## src/rtl/tdm_mux4.sv

```systemverilog
// Four-channel valid/ready time-division multiplexer with a single output register stage.
// Round-robin arbitration starts at the channel after the last one granted.
module tdm_mux4 #(
  parameter int unsigned WIDTH = 8
) (
  input  logic             clk,
  input  logic             rst,
  input  logic [3:0]       in_valid,
  input  logic [WIDTH-1:0] in_data0,
  input  logic [WIDTH-1:0] in_data1,
  input  logic [WIDTH-1:0] in_data2,
  input  logic [WIDTH-1:0] in_data3,
  output logic [3:0]       in_ready,
  output logic             out_valid,
  output logic [WIDTH-1:0] out_data,
  output logic [1:0]       out_sel,
  input  logic             out_ready
);

  typedef enum logic [0:0] {StEmpty, StFull} state_e;

  state_e           state_q, state_d;
  logic [1:0]       ptr_q, ptr_d;
  logic [WIDTH-1:0] data_q, data_d;
  logic [1:0]       sel_q, sel_d;

  logic [WIDTH-1:0] chan_data [4];
  logic [1:0]       grant;
  logic             load;

  assign chan_data[0] = in_data0;
  assign chan_data[1] = in_data1;
  assign chan_data[2] = in_data2;
  assign chan_data[3] = in_data3;

  // First valid channel at or after ptr, wrapping mod 4.
  always_comb begin
    logic       found;
    logic [1:0] idx;
    found = 1'b0;
    grant = ptr_q;
    idx   = ptr_q;
    for (int i = 0; i < 4; i++) begin
      idx = ptr_q + 2'(i);
      if (!found && in_valid[idx]) begin
        grant = idx;
        found = 1'b1;
      end
    end
  end

  // Reset gates load so nothing is consumed while the block is held in reset.
  assign load = ((state_q == StEmpty) || out_ready) && (|in_valid) && !rst;

  // State register
  always_ff @(posedge clk) begin
    if (rst) begin
      state_q <= StEmpty;
      ptr_q   <= 2'd0;
      data_q  <= '0;
      sel_q   <= 2'd0;
    end else begin
      state_q <= state_d;
      ptr_q   <= ptr_d;
      data_q  <= data_d;
      sel_q   <= sel_d;
    end
  end

  // Next-state logic
  always_comb begin
    state_d = state_q;
    ptr_d   = ptr_q;
    data_d  = data_q;
    sel_d   = sel_q;
    unique case (state_q)
      StEmpty: begin
        if (load) state_d = StFull;
      end
      StFull: begin
        if (!load && out_ready) state_d = StEmpty;
      end
      default: state_d = StEmpty;
    endcase
    if (load) begin
      data_d = chan_data[grant];
      sel_d  = grant;
      ptr_d  = grant + 2'd1;
    end
  end

  // Outputs
  always_comb begin
    in_ready  = load ? (4'b0001 << grant) : 4'b0000;
    out_valid = (state_q == StFull);
    out_data  = data_q;
    out_sel   = sel_q;
  end

endmodule

```

## config.mk

```make
export PLATFORM = sky130hd
export DESIGN_NAME = tdm_mux4
export DESIGN_NICKNAME = d
export VERILOG_FILES = /design/src/rtl/tdm_mux4.sv
export SDC_FILE = /design/constraint.sdc
export NUM_CORES = 1
export LEC_CHECK = 0
export CAP_MARGIN = 20
export CORE_MARGIN = 2
export CORE_UTILIZATION = 64
export CTS_CLUSTER_SIZE = 10
export DETAILED_ROUTE_END_ITERATION = 10
export DONT_BUFFER_PORTS = 1
export GPL_TIMING_DRIVEN = 0
export PLACE_DENSITY = 0.8
export SLEW_MARGIN = 10
export SYNTH_ARGS = -nofsm -noshare
export SYNTH_HDL_FRONTEND = slang
export SYNTH_SLANG_ARGS = --single-unit
```

## constraint.sdc

```tcl
create_clock -name clk -period 6.2 [get_ports clk]
set_clock_uncertainty 0.1 [all_clocks]
set_input_delay 1.86 -clock clk [delete_from_list [all_inputs] [get_ports clk]]
set_output_delay 1.86 -clock clk [all_outputs]
set_load 0.01 [all_outputs]
```

==> impl_summary.log, run 1 <==
[metrics] peak clock frequency supported by timing: 207 MHz
[metrics] largest net degree at the start of global routing: 11
[metrics] class of the most critical setup path: input pin to output port
[metrics] Max Fanout on Critical Path: 10
[metrics] Longest Clk Path Bufs: 2
[metrics] quantity of gates resized following cts: 0
[metrics] post-synthesis register bit count: 13
[metrics] HP Class: flop to flop
[metrics] Worst-path clk slew: 0.08 ns
[metrics] worst slew pin tran: 0.437 ns
[metrics] power density over the cells: 261 nW/µm²
[metrics] maximum cell stage delay along the critical path: 0.44 ns
[metrics] number of nets in the final layout: 134
[metrics] Max Transition Viols Final: 0
[metrics] number of design-rule violations left by the first detailed-router iteration: 4
[metrics] post-synthesis sequential area ratio: 31.2%
[metrics] number of buffers added for setup after CTS: 0
[metrics] Unique masters post-synth: 26
[metrics] count of port buffers added during placement: 0
[metrics] floorplan die width: 40.1 µm
[metrics] floorplan die height: 40.1 µm
[metrics] most area-hungry cell type in the Yosys netlist: sky130_fd_sc_hd__dfxtp_1
[metrics] flop-to-flop setup slack: 4.54 ns
[metrics] cell types occupying the most area after synthesis: sky130_fd_sc_hd__dfxtp_1 (31%), sky130_fd_sc_hd__mux2i_1 (19%), sky130_fd_sc_hd__o221ai_1 (8.4%)
[metrics] sum of overflow across all layers after global routing: 0
[metrics] total negative slack: 0 ns
[metrics] clock latency on the worst-skew pair: 0.26 ns
[metrics] worst setup margin: 1.37 ns
[metrics] die area: 1610 µm²
[metrics] post-route DRC violation count: 0
[metrics] per-instance average area after synthesis: 9.26 µm²
[metrics] worst path required time: 4.24 ns
[metrics] critical path startpoint: in_valid[0]
[metrics] cts hold-fix bufs: 0
[metrics] worst hold margin: 0.393 ns
[metrics] CTS tree: yes
[metrics] Num CTS Buffers: 3
[metrics] slowest cell on the critical path: sky130_fd_sc_hd__nor4_2
[metrics] worst-case headroom to the max-slew limit: 70.7%
[metrics] unrepaired setup endpoints after global routing: false
[metrics] DR WL/cell: 16.3 µm
[metrics] netlist area before placement: 833 µm²
[metrics] clock sinks: 13
[metrics] remaining antenna violation count: 0
[metrics] vias in the first global route: 608
[metrics] yosys synthesis warning count: 0
[metrics] status: completed
[metrics] met1 track demand over resource: 27.4%
[metrics] wire length reported by the detailed router: 1770 µm
[metrics] detailed placement HPWL: 1380 µm
[metrics] pre-CTS setup slack: 1.35 ns
[metrics] number of antenna violations at the first check in global routing: 0
[metrics] proportion of layout cells with a drive suffix above 1: 13.8%
[metrics] I/O pins: 54
[metrics] post-detailed-route via-to-cell ratio: 6.41
[metrics] met2 track demand over resource in global routing: 40.3%
[metrics] top cell type's share of synthesized area: 31.2%
[metrics] critical path launch point type: input pin
[metrics] syn_nets: 129
[metrics] worst reg2reg path startpoint: ptr_q[0]
[metrics] global routing usage on met3: 6.11%
[metrics] gp weighted congestion: 0.700
[metrics] crit share post-route: 77.8%
[metrics] number of diodes: 0
[metrics] leakage power of the design: 0.344 nW
[metrics] overall via count from detail_route: 699
[metrics] Clock H-tree levels: 1
[metrics] number of placement rows: 13
[metrics] post-synthesis instance total: 90
[metrics] overall fraction of global-route tracks in use: 23.0%
[metrics] kind of end point of the critical path: output port
[metrics] Synth-to-Final Area Change: 5.41%
[metrics] register cell area after layout: 260 µm²
[metrics] Hold Violations, Final: 0
[metrics] fill cell total of the finished layout: 119
[metrics] largest vdd supply drop: 0.181 mV
[metrics] first-pass detailed-route iteration total: 2
[metrics] first-pass GRT wire length: 2490 µm
[metrics] area of the multi-input gates: 512 µm²
[metrics] Maximum Capacitance Violations: 0
[metrics] startpoint of the worst hold path: out_sel[0]
[metrics] grt peak-use layer: met2
[metrics] shortest period the worst path allows: 4.83 ns
[metrics] CP arrival: 2.87 ns
[metrics] initial standard-cell utilization of the core: 66.5%
[metrics] count of final setup violators: 0
[metrics] cell breakdown of the critical path: nor4_2, nor3_4, nand2_1, buf_2, nor2_1
[metrics] core region area: 1250 µm²
[metrics] root cell of the clock tree: sky130_fd_sc_hd__clkbuf_4
kinds of logic after synthesis:
group	synth area share (%)
DFF	31.2
buffers and inverters	7.36
muxes	19.2
AOI/OAI and AO/OA	17.6
xor gates and xnor gates	1.05
and+or+nand+nor	23.6
worst paths after layout:
check,endpoint,depth (start not counted)
max,in_ready[0],5
max reg2reg,out_data[3],6
min reg2reg,out_sel[0],2
min,out_sel[0],2
state kept, by name, indices dropped and copies added (netlist names):
register / count
ptr_q: 2
out_sel: 2
out_data: 8
out_valid: 1
layout make-up:
cell class | instances | share of cell area [%]
Multi-Input combinational cell | 68 | 58.3
Sequential cell | 13 | 29.6
Buffer | 6 | 5.70
Clock buffer | 4 | 2.99
Tap cell | 15 | 2.14
Inverter | 3 | 1.28
per-stage QoR:
step | util (%) | std cells | total power [mW] | cell area [µm²]
floorplan | - | 90 | 0.168 | 833
global placement | 68.0 | 105 | 0.177 | 852
detailed placement | 68.0 | 105 | 0.180 | 852
CTS | 70.1 | 109 | 0.232 | 878
global route | 70.1 | 109 | 0.242 | 878
finish | 70.1 | 109 | 0.229 | 878
per-layer routing:
layer	wire length, µm	vias to the layer above
met5	0	-
met4	11	0
met3	179	2
met2	911	36
met1	670	321
li1	-	340
cell usage after synthesis:
cell type                  number
sky130_fd_sc_hd__mux2i_1       16
sky130_fd_sc_hd__dfxtp_1       13
sky130_fd_sc_hd__nand3b_1       8
sky130_fd_sc_hd__nor2_1         8
sky130_fd_sc_hd__o221ai_1       8
sky130_fd_sc_hd__nand2_1        7
sky130_fd_sc_hd__a21oi_1        4
sky130_fd_sc_hd__nor2b_1        4
sky130_fd_sc_hd__buf_6          3
sky130_fd_sc_hd__inv_1          3
sky130_fd_sc_hd__a211oi_1       1
sky130_fd_sc_hd__a21o_1         1
sky130_fd_sc_hd__buf_2          1
sky130_fd_sc_hd__buf_4          1
sky130_fd_sc_hd__clkbuf_1       1
sky130_fd_sc_hd__nand2b_4       1
sky130_fd_sc_hd__nor3_4         1
sky130_fd_sc_hd__nor4_2         1
sky130_fd_sc_hd__o21ai_0        1
sky130_fd_sc_hd__o21ai_1        1
sky130_fd_sc_hd__o21ai_2        1
sky130_fd_sc_hd__o221ai_2       1
sky130_fd_sc_hd__o31ai_1        1
sky130_fd_sc_hd__or2_1          1
sky130_fd_sc_hd__or3_1          1
sky130_fd_sc_hd__xor2_1         1
cell usage in the layout (no fill, tap or decap):
master,instances
sky130_fd_sc_hd__o221ai_2,1
sky130_fd_sc_hd__nand2b_4,1
sky130_fd_sc_hd__nor4_2,1
sky130_fd_sc_hd__o221ai_1,8
sky130_fd_sc_hd__nor2b_1,4
sky130_fd_sc_hd__nor3_4,1
sky130_fd_sc_hd__nand3b_1,8
sky130_fd_sc_hd__or2_1,1
sky130_fd_sc_hd__nand2_1,7
sky130_fd_sc_hd__o21ai_1,1
sky130_fd_sc_hd__a21oi_1,4
sky130_fd_sc_hd__clkbuf_1,2
sky130_fd_sc_hd__nor2_1,8
sky130_fd_sc_hd__o31ai_1,1
sky130_fd_sc_hd__clkbuf_4,3
sky130_fd_sc_hd__o21ai_0,1
sky130_fd_sc_hd__o21ai_2,1
sky130_fd_sc_hd__dfxtp_1,13
sky130_fd_sc_hd__a211oi_1,1
sky130_fd_sc_hd__buf_6,3
sky130_fd_sc_hd__or3_1,1
sky130_fd_sc_hd__buf_2,1
sky130_fd_sc_hd__mux2i_1,16
sky130_fd_sc_hd__xor2_1,1
sky130_fd_sc_hd__inv_1,3
sky130_fd_sc_hd__buf_4,1
sky130_fd_sc_hd__a21o_1,1
report_power, final:
part / leakage, nW / internal (mW) / switching [mW]
combinational: 0.221 / 0.0321 / 0.0329
sequential: 0.108 / 0.0969 / 0.0151
clock: 0.0150 / 0.0248 / 0.0276
critical path, delay by kind of cell:
family / cells / cell delay [ns]
buffers and inverters: 1 / 0.22
and+or+nand+nor: 4 / 0.79
(Power assumes the default switching activity.)
==> run 2, diff against run 1 <==
Settings changed: CORE_UTILIZATION 64 to 54, PLACE_DENSITY 0.8 to 0.72.
Clock period 6.2 ns to 4.4 ns, I/O delays scaled along.
==> impl_summary.log, run 2 (synthesized netlist as in run 1, its figures left out) <==
[metrics] power density over the cells: 369 nW/µm² (was 261 nW/µm²)
[metrics] worst-case headroom to the max-slew limit: 71.2% (was 70.7%)
[metrics] worst reg2reg path startpoint: ptr_q[1] (was ptr_q[0])
[metrics] commonest non-fill, non-tap cells in the layout: sky130_fd_sc_hd__mux2i_1 (16), sky130_fd_sc_hd__dfxtp_1 (13), sky130_fd_sc_hd__nor2_1 (8), sky130_fd_sc_hd__nand3b_1 (8), sky130_fd_sc_hd__o221ai_1 (8) (unchanged)
[metrics] critical path launch point type: input pin (unchanged)
[metrics] overall via count from detail_route: 703 (was 699)
[metrics] flop-to-flop setup slack: 2.78 ns (was 4.54 ns)
[metrics] peak clock frequency supported by timing: 267 MHz
[metrics] root cell of the clock tree: sky130_fd_sc_hd__clkbuf_4 (unchanged)
[metrics] clock sinks: 13 (unchanged)
[metrics] HP Class: flop to flop (unchanged)
[metrics] core region area: 1470 µm² (was 1250 µm²)
[metrics] remaining antenna violation count: 0 (unchanged)
[metrics] CTS tree: yes (unchanged)
[metrics] area of the multi-input gates: 512 µm² (unchanged)
[metrics] wire length reported by the detailed router: 1810 µm (was 1770 µm)
[metrics] overall fraction of global-route tracks in use: 21.3% (was 23.0%)
[metrics] number of buffers added for setup after CTS: 0 (unchanged)
[metrics] Clock H-tree levels: 1 (unchanged)
[metrics] number of cell instances on the worst register-to-register path: 6 (unchanged)
[metrics] kind of end point of the critical path: output port (unchanged)
[metrics] sum of overflow across all layers after global routing: 0 (unchanged)
[metrics] routed length on met2: 883 µm (was 911 µm)
[metrics] post-detailed-route via-to-cell ratio: 6.39 (was 6.41)
[metrics] Longest Clk Path Bufs: 2 (unchanged)
[metrics] first-pass GRT wire length: 3000 µm (was 2490 µm)
[metrics] startpoint of the worst hold path: out_sel[0] (unchanged)
[metrics] WL met1: 746 µm (was 670 µm)
[metrics] number of diodes: 0 (unchanged)
[metrics] first-pass detailed-route iteration total: 4 (was 2)
[metrics] floorplan die width: 43.3 µm (was 40.1 µm)
[metrics] largest net degree at the start of global routing: 11 (unchanged)
[metrics] number of flip-flops under the largest register name: 8 (unchanged)
[metrics] I/O pins: 54 (unchanged)
[metrics] number of design-rule violations left by the first detailed-router iteration: 8 (was 4)
[metrics] post-route insts no fill: 110 (was 109)
[metrics] share of total power in sequential cells: 48.6% (was 48.8%)
[metrics] internal power consumption: 0.217 mW (was 0.154 mW)
[metrics] die area: 1870 µm² (was 1610 µm²)
[metrics] shortest period the worst path allows: 3.75 ns
[metrics] commonest non-fill, non-tap cell in the layout: sky130_fd_sc_hd__mux2i_1 (unchanged)
[metrics] total instance count after detailed placement: 106 (was 105)
[metrics] total negative slack: 0 ns (unchanged)
[metrics] floorplan die height: 43.3 µm (was 40.1 µm)
[metrics] Max Transition Viols Final: 0 (unchanged)
[metrics] worst slew pin tran: 0.428 ns (was 0.437 ns)
[metrics] capture point of the critical path: in_ready[2] (was in_ready[0])
[metrics] leakage power of the design: 0.344 nW (unchanged)
[metrics] highest metal used: met4 (unchanged)
[metrics] Num CTS Buffers: 3 (unchanged)
[metrics] number of placement rows: 14 (was 13)
[metrics] Net Sw Frac: 33.2% (was 32.9%)
[metrics] detailed placement HPWL: 1370 µm (was 1380 µm)
[metrics] proportion of layout cells with a drive suffix above 1: 13.8% (unchanged)
[metrics] maximum cell stage delay along the critical path: 0.43 ns (was 0.44 ns)
[metrics] Worst-path clk slew: 0.08 ns (about the same)
[metrics] gp weighted congestion: 0.699 (was 0.700)
[metrics] crit share post-route: 85.2%
[metrics] Hold Violations, Final: 0 (unchanged)
[metrics] number of antenna violations at the first check in global routing: 0 (unchanged)
[metrics] worst path required time: 2.98 ns (was 4.24 ns)
[metrics] Synth-to-Final Area Change: 5.56% (was 5.41%)
[metrics] DR WL/cell: 16.5 µm (was 16.3 µm)
[metrics] register cell area after layout: 260 µm² (unchanged)
[metrics] worst r2r dst: out_data[6] (was out_data[3])
[metrics] count of port buffers added during placement: 0 (unchanged)
[metrics] status: completed (unchanged)
[metrics] cell breakdown of the critical path: nor4_2, nor3_4, nand2_1, buf_2, nor2_1 (unchanged)
[metrics] reported net switching power: 0.108 mW (was 0.0756 mW)
[metrics] post-route DRC violation count: 0 (unchanged)
[metrics] unrepaired setup endpoints after global routing: false (unchanged)
[metrics] Max Fanout on Critical Path: 10 (unchanged)
[metrics] clock latency on the worst-skew pair: 0.28 ns (was 0.26 ns)
[metrics] fill cell total of the finished layout: 137 (was 119)
[metrics] critical path startpoint: in_valid[0] (unchanged)
[metrics] fraction of power consumed by combinational cells: 27.9% (was 28.3%)
[metrics] count of cells along the worst hold path: 2 (unchanged)
[metrics] quantity of gates resized following cts: 0 (unchanged)
[metrics] share of power burned in the clock network: 23.5% (was 22.9%)
[metrics] slowest cell on the critical path: sky130_fd_sc_hd__nor4_2 (unchanged)
[metrics] CP arrival: 2.33 ns (was 2.87 ns)
[metrics] cts hold-fix bufs: 0 (unchanged)
[metrics] Maximum Capacitance Violations: 0 (unchanged)
[metrics] initial standard-cell utilization of the core: 56.6% (was 66.5%)
[metrics] class of the most critical setup path: input pin to output port (unchanged)
[metrics] largest vdd supply drop: 0.158 mV (was 0.181 mV)
[metrics] met3 wire length: 160 µm (was 179 µm)
[metrics] number of nets in the final layout: 134 (unchanged)
[metrics] count of final setup violators: 0 (unchanged)
[metrics] vias in the first global route: 672 (was 608)
-- run 2: critical path, delay by kind of cell --
kind	cells	cell delay, ns
buf+inv	1	0.23
simple gates	4	0.78
-- run 2: stage by stage --
step / cell area, µm² / utilization [%] / setup WS, ns / hold WS [ns] / total power [mW]
4_1_cts: 880 / 59.8 / 0.631 / 0.408 / 0.329
5_1_grt: 880 / 59.8 / 0.503 / 0.427 / 0.346
3_3_place_gp: 853 / 58.0 / 0.652 / 0.384 / 0.250
3_5_place_dp: 853 / 58.0 / 0.637 / 0.388 / 0.253
6_report: 880 / 59.8 / 0.650 / 0.402 / 0.325
2_1_floorplan: 833 / - / 0.793 / 0.367 / 0.236
-- run 2: power groups by stage --
stage	Combinational, mW	Clock (mW)	Sequential [mW]
finish	0.0907	0.0765	0.158
global route	0.102	0.0844	0.160
CTS	0.0920	0.0786	0.158
detailed placement	0.0920	0	0.161
global placement	0.0896	0	0.160
floorplan	0.0796	0	0.157
-- run 2: layout make-up --
cell class / count / area share, %
inverters: 3 / 1.28
multi-input cells: 68 / 58.2
well taps: 16 / 2.28
flip-flops and latches: 13 / 29.6
clock buffers: 4 / 2.99
plain buffers: 6 / 5.69
-- run 2: routing by layer --
layer,GRT usage (%),vias up
met5,0,-
met4,9.09,0
met3,5.96,4
met2,34.9,31
met1,25.7,330
li1,-,338
-- run 2: worst min path at each step --
stage / endpoint / slack [ns]
finish: out_sel[0] / 0.40
global route: out_sel[0] / 0.43
CTS: out_sel[0] / 0.41
detailed placement: out_sel[0] / 0.39
global placement: out_sel[0] / 0.38
floorplan: out_sel[0] / 0.37
==> run 3, diff against run 2 <==
Settings changed: CELL_PAD_IN_SITES_DETAIL_PLACEMENT set to 0, CELL_PAD_IN_SITES_GLOBAL_PLACEMENT set to 1, CORE_UTILIZATION 54 to 37, PLACE_DENSITY 0.72 to 0.71.
==> impl_summary.log, run 3 (synthesized netlist as in run 1, its figures left out) <==
[metrics] overall via count from detail_route: 707 (was 703)
[metrics] Max Transition Viols Final: 0 (unchanged)
[metrics] number of placement rows: 17 (was 14)
[metrics] worst r2r dst: out_data[5] (was out_data[6])
[metrics] core region area: 2170 µm² (was 1470 µm²)
[metrics] Max Fanout on Critical Path: 10 (unchanged)
[metrics] CTS tree: yes (unchanged)
[metrics] routed length on met2: 910 µm (was 883 µm)
[metrics] first-pass GRT wire length: 3060 µm (was 3000 µm)
[metrics] floorplan die height: 51.5 µm (was 43.3 µm)
[metrics] initial standard-cell utilization of the core: 38.4% (was 56.6%)
[metrics] clock latency on the worst-skew pair: 0.27 ns (was 0.28 ns)
[metrics] number of cell instances on the worst register-to-register path: 6 (unchanged)
[metrics] peak clock frequency supported by timing: 267 MHz (about the same)
[metrics] wire length reported by the detailed router: 1930 µm (was 1810 µm)
[metrics] leakage power of the design: 0.344 nW (unchanged)
[metrics] number of diodes: 0 (unchanged)
[metrics] die area: 2650 µm² (was 1870 µm²)
[metrics] sum of overflow across all layers after global routing: 0 (unchanged)
[metrics] detailed placement HPWL: 1460 µm (was 1370 µm)
[metrics] count of final setup violators: 0 (unchanged)
[metrics] worst slew pin tran: 0.418 ns (was 0.428 ns)
[metrics] shortest period the worst path allows: 3.75 ns (about the same)
[metrics] WL met1: 819 µm (was 746 µm)
[metrics] Num CTS Buffers: 3 (unchanged)
[metrics] total negative slack: 0 ns (unchanged)
[metrics] count of port buffers added during placement: 0 (unchanged)
[metrics] vias in the first global route: 650 (was 672)
[metrics] cts hold-fix bufs: 0 (unchanged)
[metrics] number of buffers added for setup after CTS: 0 (unchanged)
[metrics] commonest non-fill, non-tap cell in the layout: sky130_fd_sc_hd__mux2i_1 (unchanged)
[metrics] root cell of the clock tree: sky130_fd_sc_hd__clkbuf_4 (unchanged)
[metrics] status: completed (unchanged)
[metrics] proportion of layout cells with a drive suffix above 1: 13.8% (unchanged)
[metrics] highest metal used: met4 (unchanged)
[metrics] flop-to-flop setup slack: 2.76 ns (was 2.78 ns)
[metrics] overall fraction of global-route tracks in use: 15.6% (was 21.3%)
[metrics] Hold Violations, Final: 0 (unchanged)
[metrics] Synth-to-Final Area Change: 7.36% (was 5.56%)
[metrics] critical path startpoint: in_valid[0] (unchanged)
[metrics] number of nets in the final layout: 134 (unchanged)
[metrics] quantity of gates resized following cts: 0 (unchanged)
[metrics] unrepaired setup endpoints after global routing: false (unchanged)
[metrics] I/O pins: 54 (unchanged)
[metrics] gp weighted congestion: 0.725 (was 0.699)
[metrics] largest vdd supply drop: 0.167 mV (was 0.158 mV)
[metrics] kind of end point of the critical path: output port (unchanged)
[metrics] HP Class: flop to flop (unchanged)
[metrics] floorplan die width: 51.5 µm (was 43.3 µm)
[metrics] startpoint of the worst hold path: out_sel[0] (unchanged)
[metrics] power density over the cells: 363 nW/µm² (was 369 nW/µm²)
[metrics] remaining antenna violation count: 0 (unchanged)
[metrics] class of the most critical setup path: input pin to output port (unchanged)
[metrics] clock sinks: 13 (unchanged)
[metrics] post-detailed-route via-to-cell ratio: 5.80 (was 6.39)
[metrics] Clock H-tree levels: 1 (unchanged)
[metrics] largest net degree at the start of global routing: 11 (unchanged)
[metrics] DR WL/cell: 15.8 µm (was 16.5 µm)
[metrics] number of antenna violations at the first check in global routing: 0 (unchanged)
[metrics] number of flip-flops under the largest register name: 8 (unchanged)
[metrics] worst path required time: 2.98 ns (about the same)
[metrics] CP arrival: 2.33 ns (about the same)
[metrics] capture point of the critical path: in_ready[0] (was in_ready[2])
[metrics] crit share post-route: 85.2% (about the same)
[metrics] post-route DRC violation count: 0 (unchanged)
[metrics] met3 wire length: 185 µm (was 160 µm)
[metrics] Maximum Capacitance Violations: 0 (unchanged)
[metrics] placed cell areas: 868 µm² (was 853 µm²)
[metrics] commonest non-fill, non-tap cells in the layout: sky130_fd_sc_hd__mux2i_1 (16), sky130_fd_sc_hd__dfxtp_1 (13), sky130_fd_sc_hd__nor2_1 (8), sky130_fd_sc_hd__nand3b_1 (8), sky130_fd_sc_hd__o221ai_1 (8) (unchanged)
[metrics] number of design-rule violations left by the first detailed-router iteration: 10 (was 8)
[metrics] worst-case headroom to the max-slew limit: 71.9% (was 71.2%)
[metrics] Longest Clk Path Bufs: 2 (unchanged)
[metrics] Worst-path clk slew: 0.08 ns (about the same)
[metrics] first-pass detailed-route iteration total: 4 (unchanged)
[metrics] post-route cell area: 895 µm² (was 880 µm²)
[metrics] worst reg2reg path startpoint: ptr_q[1] (unchanged)
[metrics] critical path launch point type: input pin (unchanged)
-- run 3: cell counts in the layout (fill, tap and decap cells not counted) --
No cell type changed its count.
-- run 3: per-layer routing --
metal | track usage, % | vias to the layer above
li1 | - | 340
met1 | 19.2 | 337
met2 | 25.0 | 28
met3 | 6.73 | 2
met4 | 3.95 | 0
met5 | 0 | -
-- run 3: layout make-up --
class	count	area [µm²]
Buffer	6	50.0
Clock buffer	4	26.3
Fill cell	233	1270
Inverter	3	11.3
Multi-Input combinational cell	68	512
Sequential cell	13	260
Tap cell	28	35.0
-- run 3: worst max-delay path, cell delays in order --
cell                      delay, ns
sky130_fd_sc_hd__nor4_2        0.42
sky130_fd_sc_hd__nor3_4        0.13
sky130_fd_sc_hd__nand2_1       0.10
sky130_fd_sc_hd__buf_2         0.23
sky130_fd_sc_hd__nor2_1        0.11
-- run 3: per-stage QoR --
stage	instances	setup slack [ns]	hold slack, ns	util (%)	total power, mW
floorplan	90	0.793	0.367	-	0.236
global placement	118	0.636	0.384	40.0	0.252
detailed placement	118	0.623	0.386	40.0	0.255
CTS	122	0.628	0.399	41.2	0.330
global route	122	0.518	0.424	41.2	0.346
finish	122	0.651	0.395	41.2	0.325
-- run 3: worst min path at each step --
stage	to	cells after the start
floorplan	out_sel[0]	2
global placement	out_sel[0]	2
detailed placement	out_sel[0]	2
CTS	out_sel[0]	2
global route	out_sel[0]	2
finish	out_sel[0]	2
-- run 3: power breakdown --
group / internal [mW] / switching, mW
Sequential: 0.137 / 0.0213
Clock: 0.0351 / 0.0393
Combinational: 0.0452 / 0.0470
